[config.mk]
export PLATFORM = sky130hd
export DESIGN_NAME = pipe_stage_hs
export DESIGN_NICKNAME = d
export VERILOG_FILES = /design/src/rtl/pipe_stage_hs.sv
export SDC_FILE = /design/constraint.sdc
export NUM_CORES = 1
export LEC_CHECK = 0
export ABC_AREA = 1
export ABC_CLOCK_PERIOD_IN_PS = 3350
export CORE_MARGIN = 4
export CORE_UTILIZATION = 57
export DETAILED_ROUTE_END_ITERATION = 12
export GPL_TIMING_DRIVEN = 0
export PLACE_DENSITY = 0.95
export SLEW_MARGIN = 25
export SYNTH_ARGS = -nofsm -noshare
export SYNTH_HDL_FRONTEND = slang
export SYNTH_SLANG_ARGS = --single-unit
[constraint.sdc]
create_clock -name i_clk -period 3.35 [get_ports i_clk]
set_clock_uncertainty 0.15 [all_clocks]
set_input_delay 0.67 -clock i_clk [delete_from_list [all_inputs] [get_ports i_clk]]
set_output_delay 0.67 -clock i_clk [all_outputs]
set_load 0.02 [all_outputs]
[src/rtl/pipe_stage_hs.sv]
// pipe_stage_hs: clocked pipeline stage register with valid/ready handshake,
// stall, flush (bubble insertion) and an optional 2-entry skid buffer.
//
// Parameters:
//   DATA_W    payload width in bits
//   SKID      1: 2-entry skid buffer, in_ready registered
//             0: single entry, in_ready combinational
//   NOP_VALUE payload shown on o_out_data whenever o_out_valid is low
//
// Ports:
//   i_clk        rising-edge clock
//   i_reset      asynchronous active-low reset
//   i_in_valid   upstream payload valid
//   o_in_ready   stage can accept a payload this cycle
//   i_in_data    upstream payload
//   o_out_valid  stage holds a valid payload
//   i_out_ready  downstream accepts this cycle
//   o_out_data   head payload, or NOP_VALUE when empty
//   i_stall      hazard hold; freezes the stage
//   i_flush      synchronous kill of all held payloads (overrides stall)
//   o_occupancy  number of valid entries held (0..2)
module pipe_stage_hs #(
    parameter int unsigned       DATA_W    = 64,
    parameter int unsigned       SKID      = 1,
    parameter logic [DATA_W-1:0] NOP_VALUE = '0
) (
    input  logic              i_clk,
    input  logic              i_reset,
    input  logic              i_in_valid,
    output logic              o_in_ready,
    input  logic [DATA_W-1:0] i_in_data,
    output logic              o_out_valid,
    input  logic              i_out_ready,
    output logic [DATA_W-1:0] o_out_data,
    input  logic              i_stall,
    input  logic              i_flush,
    output logic [1:0]        o_occupancy
);

    logic              r_main_valid;
    logic              r_skid_valid;
    logic              r_in_ready;
    logic [DATA_W-1:0] r_main_data;
    logic [DATA_W-1:0] r_skid_data;

    logic              w_main_valid_d;
    logic              w_skid_valid_d;
    logic [DATA_W-1:0] w_main_data_d;
    logic [DATA_W-1:0] w_skid_data_d;

    logic              w_eff_out_ready;
    logic              w_accept;
    logic              w_emit;

    assign w_eff_out_ready = i_out_ready & ~i_stall;

    // With the skid buffer, in_ready only depends on state (skid empty), so it
    // is taken from a flop; without it, a full stage can still accept when the
    // head leaves in the same cycle.
    assign o_in_ready = (SKID != 0) ? r_in_ready
                                    : (~i_stall & (~r_main_valid | i_out_ready));

    assign w_accept = i_in_valid & o_in_ready & ~i_stall & ~i_flush;
    assign w_emit   = r_main_valid & w_eff_out_ready & ~i_flush;

    always_comb begin
        w_main_valid_d = r_main_valid;
        w_skid_valid_d = r_skid_valid;
        w_main_data_d  = r_main_data;
        w_skid_data_d  = r_skid_data;

        if (i_flush) begin
            w_main_valid_d = 1'b0;
            w_skid_valid_d = 1'b0;
        end else if (SKID != 0) begin
            if (w_emit) begin
                if (r_skid_valid) begin
                    // Skid is full, so in_ready is low and no accept can coincide.
                    w_main_data_d  = r_skid_data;
                    w_skid_valid_d = 1'b0;
                end else if (w_accept) begin
                    w_main_data_d = i_in_data;
                end else begin
                    w_main_valid_d = 1'b0;
                end
            end else if (w_accept) begin
                if (r_main_valid) begin
                    w_skid_valid_d = 1'b1;
                    w_skid_data_d  = i_in_data;
                end else begin
                    w_main_valid_d = 1'b1;
                    w_main_data_d  = i_in_data;
                end
            end
        end else begin
            if (w_accept) begin
                w_main_valid_d = 1'b1;
                w_main_data_d  = i_in_data;
            end else if (w_emit) begin
                w_main_valid_d = 1'b0;
            end
        end
    end

    always_ff @(posedge i_clk or negedge i_reset) begin
        if (!i_reset) begin
            r_main_valid <= 1'b0;
            r_skid_valid <= 1'b0;
            r_main_data  <= NOP_VALUE;
            r_skid_data  <= NOP_VALUE;
            r_in_ready   <= 1'b1;
        end else begin
            r_main_valid <= w_main_valid_d;
            r_skid_valid <= w_skid_valid_d;
            r_main_data  <= w_main_data_d;
            r_skid_data  <= w_skid_data_d;
            r_in_ready   <= ~w_skid_valid_d;
        end
    end

    assign o_out_valid = r_main_valid;
    assign o_out_data  = r_main_valid ? r_main_data : NOP_VALUE;
    assign o_occupancy = {1'b0, r_main_valid} + {1'b0, r_skid_valid};

    a_skid_implies_main : assert property (
        @(posedge i_clk) disable iff (!i_reset) r_skid_valid |-> r_main_valid);

    a_out_valid_known : assert property (
        @(posedge i_clk) disable iff (!i_reset) !$isunknown(o_out_valid));

    if (SKID == 0) begin : g_noskid_chk
        a_occ_max_one : assert property (
            @(posedge i_clk) disable iff (!i_reset) o_occupancy <= 2'd1);
    end

endmodule

==> impl_metrics.py, run 1 <==
metrics = {
    "die": {
        "die_h_um": 123,
        "coreArea_mm2": 0.0128,
        "die_area_mm2": 0.0151,
        "fp.dieW_um": 123,
        "initial_utilization_pct": 58.8,
        "std_cell_rows": 41,
        "io_pins": 138,
    },
    "job": {
        "cap_violations": 0,
    },
    "cts": {
        "cts_buffers": 17,
        "htree_num_levels": 4,
        "cts_root_buffer": "clkbuf_16",
        "cts_buffer_depth": 2,
        "cts_tree": "built",
        "cts.sinks": 131,
        "clk_pin_slew_worst_paths_ns": 0.06,
        "post-cts-setup-buffers": 0,
        "clk_latency_ns": 0.42,
    },
    "place": {
        "gp_congestion": 0.907,
        "io_buffers": 137,
        "dp_hpwl_um": 14300,
        "preCtsSetupSlack_ns": 0.250,
    },
    "min_path": {
        "min_path_type": "in -> async",
    },
    "drt": {
        "drc": 0,
        "avgViaCountPerCell": 5.34,
        "first_pass_iters": 5,
        "drtIter0Drc": 776,
        "ant_nets": 0,
        "drt-total-wl_um": 20800,
        "vias": 7902,
        "wl_per_cell_um": 14.1,
    },
    "sta": {
        "grt_setup_unrepaired": "no",
        "tightest_slew_ns": 0.489,
        "setup_viol": 0,
        "whs_ns": -0.00557,
        "setup_tns_ns": 0,
        "slew_violations": 0,
        "maxSlewHeadroom_pct": 67.3,
        "layout_setup_ws_ns": 0.137,
        "hold_violations": 4,
        "fin_crit_sh_pct": 95.9,
        "timing.final.crit_period_ns": 3.21,
        "clock.fmax_ghz": 0.311,
    },
    "critical_path": {
        "path_delay_family": "buffers and inverters",
        "ff2ff_setup_slack_ns": 1.42,
        "cp_num_buf_inv": 4,
        "crit_cells": 5,
        "path_class": "reg -> out",
        "crit_chain": "clkbuf_2 -> buf_1 -> nand2_1 -> inv_1 -> clkdlybuf4s50_1",
        "r2r_cells": 6,
        "crit_arrival_ns": 2.39,
        "cp-start-kind": "flop",
        "rr_startpoint": "o_in_ready",
        "critPathRequiredTime_ns": 2.53,
        "slowest_delay_ns": 0.62,
        "timing.rr.end": "r_skid_data[7]",
        "cpMaxStageDelayCell": "clkdlybuf4s50_1",
        "endpoint_kind": "output pin",
        "crit_fanout": 10,
    },
    "synthesis": {
        "yosysUniqueCellTypes": 21,
        "syn_nets": 1211,
        "synthCells": 1139,
        "synth-simple-area-share_pct": 46.1,
        "ys_seq_elements": 131,
        "yosysWarnings": 0,
        "synth_compound_area_share_pct": 0.350,
        "synthMuxAreaShare_pct": 0,
        "synthAdderAreaFrac_pct": 0.333,
        "syn_area_per_cell_um2": 6.60,
        "synth_top_family_by_area": "simple AND/OR/NAND/NOR gates",
        "yosysSeqAreaShare_pct": 43.6,
        "synth_area_mm2": 0.00751,
        "synth_xor_area_share_pct": 0,
    },
    "finish": {
        "final_common_cell": "nand2_1",
        "nets": 1368,
        "drive_gt1_share_pct": 8.48,
        "final_cell_mix": "nand2_1, nand3_1, clkdlybuf4s50_1",
        "diodes": 0,
        "syn_to_final_growth_pct": 29.1,
        "fillers": 894,
    },
    "power_and_ir_drop": {
        "p_clk_share_pct": 31.9,
        "seqPwrFrac_pct": 43.2,
        "switching_power_mw": 1.78,
        "p_sw_share_pct": 32.4,
        "vdd_drop_max_uv": 345,
        "cellPowerDensity_mw_per_mm2": 567,
        "p_comb_share_pct": 24.9,
        "p_int_mw": 3.72,
        "leakagePower_nw": 5.67,
    },
    "global_routing": {
        "grt.overflow.total": 0,
        "antenna_found_initial": 0,
        "grt.total_usage_pct": 28.6,
        "grt_pass1_wl_um": 34500,
        "grt_max_degree": 83,
        "grt_pass1_vias": 7286,
    },
    "outcome": {
        "status": "complete, but fails checks",
        "violations": "negative hold slack",
    },
}
## sequential cells by signal, summed over array words and instances (netlist names)
register,flops
r_skid_valid,1
r_main_data,64
r_skid_data,64
o_in_ready,1
o_out_valid,1
## synth_stat cells (all sizes together)
master / count / area, um^2
a21oi: 2 / 13.8
a22oi: 1 / 7.51
buf: 69 / 413
clkbuf: 12 / 45.0
dfrtp: 130 / 3250
dfstp: 1 / 26.3
ha: 2 / 25.0
inv: 70 / 263
nand2: 651 / 2450
nand3: 194 / 981
nor2: 5 / 28.8
nor3b: 1 / 7.51
o21ai: 1 / 5.00
## power groups by stage
stage / registers, mW / logic (mW) / clock network (mW)
final: 2.37 / 1.37 / 1.76
after detailed placement: 2.38 / 1.35 / 0
after global placement: 2.36 / 1.29 / 0
after floorplan: 2.32 / 0.860 / 0
after CTS: 2.36 / 1.37 / 1.76
after global routing: 2.43 / 1.54 / 1.83
## per-stage QoR
| stage | instances | cell area (um^2) | utilization (%) | total power [mW] |
|---|---|---|---|---|
| after global placement | 1448 | 9100 | 71.3 | 3.65 |
| after global routing | 1481 | 9700 | 76.0 | 5.80 |
| after floorplan | 1139 | 7510 | - | 3.18 |
| final | 1481 | 9700 | 76.0 | 5.50 |
| after CTS | 1481 | 9700 | 75.9 | 5.49 |
| after detailed placement | 1449 | 9130 | 71.5 | 3.73 |
## worst max-delay path by stage
stage	start	to	slack, ns
final	o_out_valid	o_out_data[49]	0.14
after global routing	o_out_valid	o_out_data[50]	0.000008
after CTS	o_out_valid	o_out_data[27]	0.05
after detailed placement	o_out_valid	o_out_data[28]	0.25
after global placement	i_reset	r_main_data[6]	-3.50
after floorplan	o_out_valid	o_out_data[23]	1.24
## metal layers
metal | routed length (um) | global-route usage, % | vias up | part of all wire, %
met1 | 8440 | 38.0 | 3612 | 40
met3 | 1770 | 6.41 | 65 | 8.5
li1 | - | - | 3815 | -
met2 | 10000 | 45.2 | 410 | 48
met4 | 605 | 11.8 | 0 | 2.9
met5 | 0 | 0 | - | 0
## layout make-up
| cell class | instances | area [um^2] | share of cell area, % |
|---|---|---|---|
| buffer | 81 | 462 | 4.76 |
| clock buffer | 19 | 453 | 4.67 |
| clock inverter | 13 | 111 | 1.15 |
| inverter | 70 | 263 | 2.71 |
| multi-input combinational | 857 | 3510 | 36.2 |
| sequential | 131 | 3280 | 33.8 |
| tap | 172 | 215 | 2.22 |
| timing repair buffer | 138 | 1400 | 14.5 |
## logic make-up after synthesis
kind of cell / count (synthesis)
flops: 131
fa+ha+maj: 2
compound gates: 4
buf+inv: 151
simple gates: 851
## worst reg2reg max path, cell delays in order (launching register included)
cell     delay, ns
dfstp_2       0.57
nand3_2       0.11
nor2_1        0.17
nand2_1       0.34
buf_2         0.33
nand2_1       0.09
nand2_1       0.06
## repair_timing
| item | in CTS | in global routing |
|---|---|---|
| resized for setup | 1 | 3 |
| hold buffers | 0 | 0 |
| endpoints found under the setup margin | 42 | 18 |
Note: power is estimated with default switching activity, not from simulation.
==> run 2, diff against run 1 <==
- CORE_UTILIZATION: 57 -> 50
- PLACE_DENSITY: 0.95 -> 0.88
- REMOVE_ABC_BUFFERS: unset -> 1
- TNS_END_PERCENT: unset -> 1
==> impl_metrics.py, run 2 (synthesized netlist as in run 1, its figures left out) <==
metrics = {
    "outcome": {
        "status": "finished, final reports clean",
    },
    "finish": {
        "final_cell_mix": "nand2_1, nand3_1, clkdlybuf4s50_1",
        "diodes": 0,
        "drive_gt1_share_pct": 5.36,
        "seq_area_mm2": 0.00329,
        "final_common_cell": "nand2_1",
        "fillers": 1125,
        "utilization_pct": 67.6,
        "syn_to_final_growth_pct": 31.8,
        "multiInputGateArea_mm2": 0.00358,
        "nets": 1308,
        "top_regs": "r_main_data: 64 flops, r_skid_data: 64 flops",
        "postLayoutCellArea_mm2": 0.00990,
        "layoutNonFillerInstCount": 1433,
    },
    "place": {
        "placed_area_mm2": 0.00916,
        "dp_cells": 1397,
        "dp_hpwl_um": 13700,
        "io_buffers": 137,
        "gp_congestion": 0.761,
    },
    "cts": {
        "holdBufCountCts": 0,
        "cts_tree": "built",
        "cts_buffer_depth": 2,
        "htree_num_levels": 4,
        "clk_latency_ns": 0.42,
        "cts.sinks": 131,
        "cts_root_buffer": "clkbuf_16",
        "clk_pin_slew_worst_paths_ns": 0.05,
        "cts_buffers": 17,
    },
    "drt": {
        "vias": 7888,
        "wl_per_cell_um": 15.9,
        "drtIter0Drc": 960,
        "drc": 0,
        "avgViaCountPerCell": 5.50,
        "ant_nets": 0,
        "drt-total-wl_um": 22800,
        "first_pass_iters": 6,
    },
    "die": {
        "initial_utilization_pct": 51.3,
        "coreArea_mm2": 0.0146,
        "std_cell_rows": 44,
        "die_area_mm2": 0.0171,
        "io_pins": 138,
        "fp.dieW_um": 131,
        "die_h_um": 131,
    },
    "global_routing": {
        "grt.total_usage_pct": 27.0,
        "grt_pass1_wl_um": 36700,
        "grt.overflow.total": 0,
        "antenna_found_initial": 0,
        "grt_max_degree": 78,
        "grt_pass1_vias": 7523,
    },
    "critical_path": {
        "cp-start-kind": "input port",
        "crit_arrival_ns": 3.45,
        "endpoint_kind": "flop",
        "crit_fanout": 43,
        "path_class": "in -> reg",
        "critPathRequiredTime_ns": 3.56,
    },
    "sta": {
        "setup_viol": 0,
        "grt_setup_unrepaired": "no",
        "maxSlewHeadroom_pct": 56.7,
        "whs_ns": 0.00461,
        "tightest_slew_ns": 0.650,
        "fin_crit_sh_pct": 96.7,
        "hold_violations": 0,
        "slew_violations": 0,
        "timing.final.crit_period_ns": 3.24,
        "clock.fmax_ghz": 0.309,
    },
    "power_and_ir_drop": {
        "vdd_drop_max_uv": 369,
        "leakagePower_nw": 5.66,
        "cellPowerDensity_mw_per_mm2": 594,
        "p_total_mw": 5.88,
    },
    "min_path": {
        "min_path_type": "in -> async",
    },
    "job": {
        "cap_violations": 0,
    },
}
run 2: cell count changes in the layout (fill, tap and decap cells not counted), moves of 5 or more:
cell	previous run	this run
bufinv_16	1	6
clkbuf_1	10	3
buf_16	1	10
buf_4	13	1
buf_6	6	0
buf_12	0	8
buf_2	48	0
run 2: per-layer routing:
layer	up-vias	global-route usage (%)	share of wire (%)
li1	3712	-	-
met1	3677	34.9	41
met2	437	43.8	47
met3	62	6.10	8.6
met4	0	11.6	2.7
met5	-	0	0
run 2: worst max-delay path, cell delays in order:
cell and delay, ns:
clkdlybuf4s50_1 0.74, clkinv_8 0.26, buf_12 0.25, nand2_4 0.32, nand2_8 0.21, buf_12 0.25, nand3_4 0.24, buf_12 0.27
nand2_1 0.10, nand2_1 0.08
run 2: final cells by class:
cell class / instances / area share [%]
repair buffers: 158 / 18.8
clock buffers: 21 / 4.55
flip-flops and latches: 131 / 33.2
clock inverters: 11 / 2.10
well taps: 184 / 2.32
multi-input cells: 858 / 36.2
inverters: 70 / 2.81
run 2: final timing paths:
check / end / startpoint / slack (ns) / cells after the start
setup reg to reg: r_main_data[38] / o_out_valid / 0.49 / 9
setup / recovery: r_main_data[38] / i_flush / 0.11 / 10
max in group asynchronous: r_skid_data[46] / i_reset / 2.31 / 2
hold reg to reg: r_skid_data[50] / r_skid_data[50] / 0.32 / 2
min in group i_clk: r_skid_data[50] / r_skid_data[50] / 0.32 / 2
hold / removal: r_main_data[24] / i_reset / 0.005 / 1
run 2: where the power goes:
part / total (mW) / switching, mW / internal, mW
Combinational: 1.38 / 0.791 / 0.592
Sequential: 2.40 / 0.303 / 2.09
Clock: 2.10 / 0.694 / 1.41
run 2: through the flow:
stage	setup TNS [ns]	setup slack, ns
after CTS	0	0.0318
after detailed placement	-32.31	-0.572
after global placement	-1423.81	-8.83
final	0	0.109
after global routing	0	0.0296
after floorplan	-365.49	-4.03
run 2: repair_timing:
action	in CTS	in global routing
buffers inserted	2	0
setup endpoints to repair	44	43
resized for setup	3	3
pin swaps	1	1
gates cloned	1	1
